`config.mk`:
```
export PLATFORM = sky130hd
export DESIGN_NAME = mult_arbiter
export DESIGN_NICKNAME = d
export VERILOG_FILES = /design/src/rtl/mult_arbiter.sv
export SDC_FILE = /design/constraint.sdc
export NUM_CORES = 1
export LEC_CHECK = 0
export ABC_AREA = 1
export ABC_CLOCK_PERIOD_IN_PS = 1700
export CAP_MARGIN = 20
export CORE_UTILIZATION = 38
export CTS_CLUSTER_SIZE = 10
export DETAILED_ROUTE_END_ITERATION = 16
export PLACE_DENSITY = 0.8
export SLEW_MARGIN = 5
export SYNTH_ARGS = -nofsm -noshare
export SYNTH_HDL_FRONTEND = slang
export SYNTH_SLANG_ARGS = --single-unit
```
`constraint.sdc`:
```
create_clock -name clk -period 1.7 [get_ports clk]
set_clock_uncertainty 0.1 [all_clocks]
set_input_delay 0.34 -clock clk [delete_from_list [all_inputs] [get_ports clk]]
set_output_delay 0.34 -clock clk [all_outputs]
set_load 0.005 [all_outputs]
```
`src/rtl/mult_arbiter.sv`:
```
// ============================================================================
// Module      : mult_arbiter
// Description : Round-robin arbiter that shares one registered NxN multiplier
//               between two requesters and returns tagged products.
// Revision    : 1.0 - initial release
// ============================================================================
`default_nettype none

module mult_arbiter #(
    parameter int N = 8
) (
    input  logic             clk,
    input  logic             Reset_n,
    input  logic             En,
    input  logic             Req_valid0,
    input  logic             Req_valid1,
    output logic             Req_ready0,
    output logic             Req_ready1,
    input  logic [N-1:0]     Data_A0,
    input  logic [N-1:0]     Data_B0,
    input  logic [N-1:0]     Data_A1,
    input  logic [N-1:0]     Data_B1,
    output logic [N-1:0]     Mult_A,
    output logic [N-1:0]     Mult_B,
    output logic             Mult_EA,
    output logic             Mult_EB,
    input  logic [2*N-1:0]   Mult_P,
    output logic             Rsp_valid,
    output logic             Rsp_id,
    output logic [2*N-1:0]   Rsp_data,
    output logic             Busy,
    output logic [15:0]      Op_count
);

    logic             grant;
    logic             winner;

    logic             last_grant_q, last_grant_d;
    logic             s1_vld_q,     s1_vld_d;
    logic             s1_id_q,      s1_id_d;
    logic             s2_vld_q,     s2_vld_d;
    logic             s2_id_q,      s2_id_d;
    logic             rsp_valid_q,  rsp_valid_d;
    logic             rsp_id_q,     rsp_id_d;
    logic [2*N-1:0]   rsp_data_q,   rsp_data_d;
    logic [15:0]      op_count_q,   op_count_d;

    // On contention the requester that did not win last time gets the grant.
    always_comb begin
        grant  = 1'b0;
        winner = 1'b0;
        if (En && (Req_valid0 || Req_valid1)) begin
            grant = 1'b1;
            if (Req_valid0 && Req_valid1) begin
                winner = ~last_grant_q;
            end else begin
                winner = Req_valid1;
            end
        end
    end

    assign Req_ready0 = grant & ~winner;
    assign Req_ready1 = grant &  winner;
    assign Mult_A     = grant ? (winner ? Data_A1 : Data_A0) : '0;
    assign Mult_B     = grant ? (winner ? Data_B1 : Data_B0) : '0;
    assign Mult_EA    = grant;
    assign Mult_EB    = grant;

    always_comb begin
        last_grant_d = grant ? winner : last_grant_q;
        s1_vld_d     = grant;
        s1_id_d      = winner;
        s2_vld_d     = s1_vld_q;
        s2_id_d      = s1_id_q;
        rsp_valid_d  = s2_vld_q;
        rsp_id_d     = s2_id_q;
        rsp_data_d   = s2_vld_q ? Mult_P : rsp_data_q;
        op_count_d   = op_count_q + 16'(grant);
    end

    always_ff @(posedge clk or negedge Reset_n) begin
        if (!Reset_n) begin
            last_grant_q <= 1'b1;
            s1_vld_q     <= 1'b0;
            s1_id_q      <= 1'b0;
            s2_vld_q     <= 1'b0;
            s2_id_q      <= 1'b0;
            rsp_valid_q  <= 1'b0;
            rsp_id_q     <= 1'b0;
            rsp_data_q   <= '0;
            op_count_q   <= '0;
        end else begin
            last_grant_q <= last_grant_d;
            s1_vld_q     <= s1_vld_d;
            s1_id_q      <= s1_id_d;
            s2_vld_q     <= s2_vld_d;
            s2_id_q      <= s2_id_d;
            rsp_valid_q  <= rsp_valid_d;
            rsp_id_q     <= rsp_id_d;
            rsp_data_q   <= rsp_data_d;
            op_count_q   <= op_count_d;
        end
    end

    assign Rsp_valid = rsp_valid_q;
    assign Rsp_id    = rsp_id_q;
    assign Rsp_data  = rsp_data_q;
    assign Op_count  = op_count_q;
    assign Busy      = s1_vld_q | s2_vld_q | rsp_valid_q;

endmodule

`default_nettype wire
```
==> run_results.csv <==
group,metric,value,unit
final_layout,n_antenna_cell,0,
yosys,synth_cells,194,
floorplanning,fp.dieW,71.5,um
routing,drt-wirelength-per-cell,13.5,um
timing,period_share,1.19,
cts,clock_latency,290,ps
global_routing,grt_usage,0.204,
pwr,p_leak,0.00163,uW
yosys,synth_edf_count,0,
yosys,yosysUniqueCellTypes,23,
routing,drt_iter0_markers,91,
yosys,synth.most_common_cell,"nand2_1",
cts,cts_buffers,5,
yosys,async_flop_share,1.00,
placement,dpl_cell_area,3060,um^2
yosys,ys_seq_area_frac,0.532,
routing,via_per_inst,4.76,
setup_path,critPathMaxFanout,3,
setup_path,setup.worst_path.start,"last_grant_q$_DFFE_PN1P_",
yosys,syn_nets,250,
timing,finalHoldViolations,0,
routing,vias,1888,
yosys,synth_top_area_frac,0.518,
setup_path,rr_startpoint,"Op_count[0]$_DFF_PN0_",
cts,cts-root-buf,"clkbuf_8",
cts,htreeDepth,2,
final_layout,area_growth,91.3,%
outcome,status,"complete, but fails checks",
global_routing,overflow,0,
final_layout,finish.instance_area,3510,um^2
placement,dp_hpwl,3.32,mm
setup_path,startpoint_type,"flop",
floorplanning,rows,24,
timing,worst_slew_pin_slew,483,ps
routing,ant_nets,0,
setup_path,worst-r2r-setup-slack,260,ps
routing,first_pass_iters,4,
setup_path,cp.required,1260,ps
yosys,ys.warnings.count,0,
cts,clkTransAtPathRegs,80,ps
yosys,synthTopCellsByCount,"nand2_1 (43), dfrtp_1 (38), nor2_1 (32)",
worst_hold_path,hold_class,"reg2reg",
yosys,synth_top_area_cell,"dfrtp_1",
cts,cts_num_sinks,39,
timing,setup_viol,18,
floorplanning,dieArea,5120,um^2
worst_hold_path,min-delay-start,"s1_id_q$_DFF_PN0_",
setup_path,arrival,1590,ps
routing,route.detailed.drc,0,
floorplanning,io_pins,108,
timing,period_minus_slack,2030,ps
yosys,synth_area_leaders,"dfrtp_1 (52%), mux2_2 (9.8%), nand2_1 (8.8%), nor2_1 (6.5%), o21ai_0 (3.3%)",
job,cap_violations,0,
global_routing,first_global_vias,1990,
global_routing,antenna_found_initial,0,
final_layout,fin_nets,400,
final_layout,regArea,980,um^2
floorplanning,start_util,0.408,
yosys,post_synth_instance_area,1840,um^2
yosys,synth_flop_cell,"dfrtp_1",
timing,slew_headroom,0.678,
global_routing,grt_pass1_wl,8.29,mm
pwr,p_per_area,886,nW/um^2
floorplanning,core_area,4500,um^2
pwr,ir_worst_vdd,0.000471,V
timing,finalWorstSetupSlack,-330,ps
final_layout,multi_input_area,880,um^2
setup_path,crit_type,"reg2out",
placement,portBuffers,107,
routing,routed_wl,5.35,mm
cts,tritoncts,"built",
cts,clockBufferDepth,2,
floorplanning,die_h,71.5,um
setup_path,crit_path_end_kind,"output pin",
timing,hold_slack,260,ps
timing,max_freq,493,MHz
placement,place.gp.congestion,0.794,
yosys,ys_ff_latch,39,
final_layout,drive_gt1_frac,0.377,
outcome,violations,"setup timing",
final_layout,fillers,306,
timing,rsz0062_at_grt,"true",
yosys,postSynthAreaPerCell,9.47,um^2
global_routing,grt_max_degree,22,
timing,slew_violations,0,
-- cell type report --
type | count | share of cell area
clock inverter | 2 | 0.0171
clock buffer | 6 | 0.0206
timing repair buffer | 149 | 0.396
inverter | 16 | 0.0192
tap | 52 | 0.0185
sequential | 39 | 0.279
multi-input combinational | 133 | 0.250
-- cell families (layout without fill, tap and decap cells) --
family | count (synthesis) | after routing | share of synthesized area
buffers and inverters | 22 | 173 | 0.0572
DFF | 39 | 39 | 0.532
adders and majority gates | 3 | 3 | 0.0204
and+or+nand+nor | 90 | 90 | 0.204
muxes | 16 | 16 | 0.0981
xor gates and xnor gates | 9 | 9 | 0.0429
AOI/OAI and AO/OA | 15 | 15 | 0.0450
-- routing by layer --
metal,part of all wire,vias up,global-route usage
met5,0,-,0
met4,0.0095,0,0.0610
met3,0.069,6,0.0549
met2,0.54,87,0.395
met1,0.38,884,0.214
li1,-,911,-
-- final timing paths --
check	endpoint	cells past startpoint
min in group asynchronous	Rsp_data[15]$_DFFE_PN0P_	2
worst min-delay path	rsp_id_d$_DFF_PN0_	0
worst max register to register	Op_count[10]$_DFF_PN0_	6
worst max-delay path	Mult_B[4]	10
worst min register to register	rsp_id_d$_DFF_PN0_	0
max in group asynchronous	Op_count[11]$_DFF_PN0_	3
-- cell usage in the layout, fill, tap and decap left out, types with 2 or more instances in the layout --
master            n
nand3_1           3
clkdlybuf4s15_2   3
bufinv_16         2
xnor2_1           3
o21ai_2          10
ha_4              2
nand2_1          37
nor2_2            6
buf_2            15
a21oi_4           2
clkbuf_8          5
dfrtp_1          36
buf_4            25
o21ai_1           2
clkdlybuf4s50_1  81
nor2_1           28
mux2_2           16
buf_6            20
inv_1             8
nand4_1           3
xor2_1            6
nand2_2           7
inv_2             6
dfrtp_2           2
-- through the flow --
step / setup TNS [ps] / utilization / instances / setup WS, ps / total power, uW
floorplan: 0 / - / 194 / 15.9 / 1470
global placement: -19440 / 0.680 / 359 / -656 / 2020
detailed placement: -21080 / 0.680 / 359 / -710 / 2030
CTS: -4500 / 0.751 / 387 / -315 / 3010
global route: -5590 / 0.780 / 397 / -388 / 3270
finish: -4370 / 0.780 / 397 / -330 / 3110
-- power by group --
group,switching [uW],leakage (uW),total (uW),internal (uW)
clock,314,0.0000654,901,587
sequential,101,0.000474,1170,1070
combinational,378,0.00109,1040,663
total,793,0.00163,3110,2320
-- flip-flops by register name (all words and copies together), names as in the netlist --
register      flops
Op_count         16
Rsp_data         16
Rsp_id            1
Rsp_valid         1
last_grant_q      1
rsp_id_d          1
rsp_valid_d       1
s1_id_q           1
s1_vld_q          1
-- repair_timing --
action                     CTS  global route
hold buffers                 1             0
hold endpoints to repair    19             0
resized for setup          130            33
pin swaps                   11             8
buffers inserted            16            11
setup endpoints to repair   38            40
gates cloned                 3             0
-- critical path, stage by stage, from the launching register on --
cell,delay [ps]
dfstp_2,560
a21oi_4,70
buf_6,120
inv_2,40
nand2_2,50
inv_2,50
buf_6,90
buf_4,110
nand2_4,40
nand2_2,60
buf_2,110
Power figures use the tool's default switching activity.
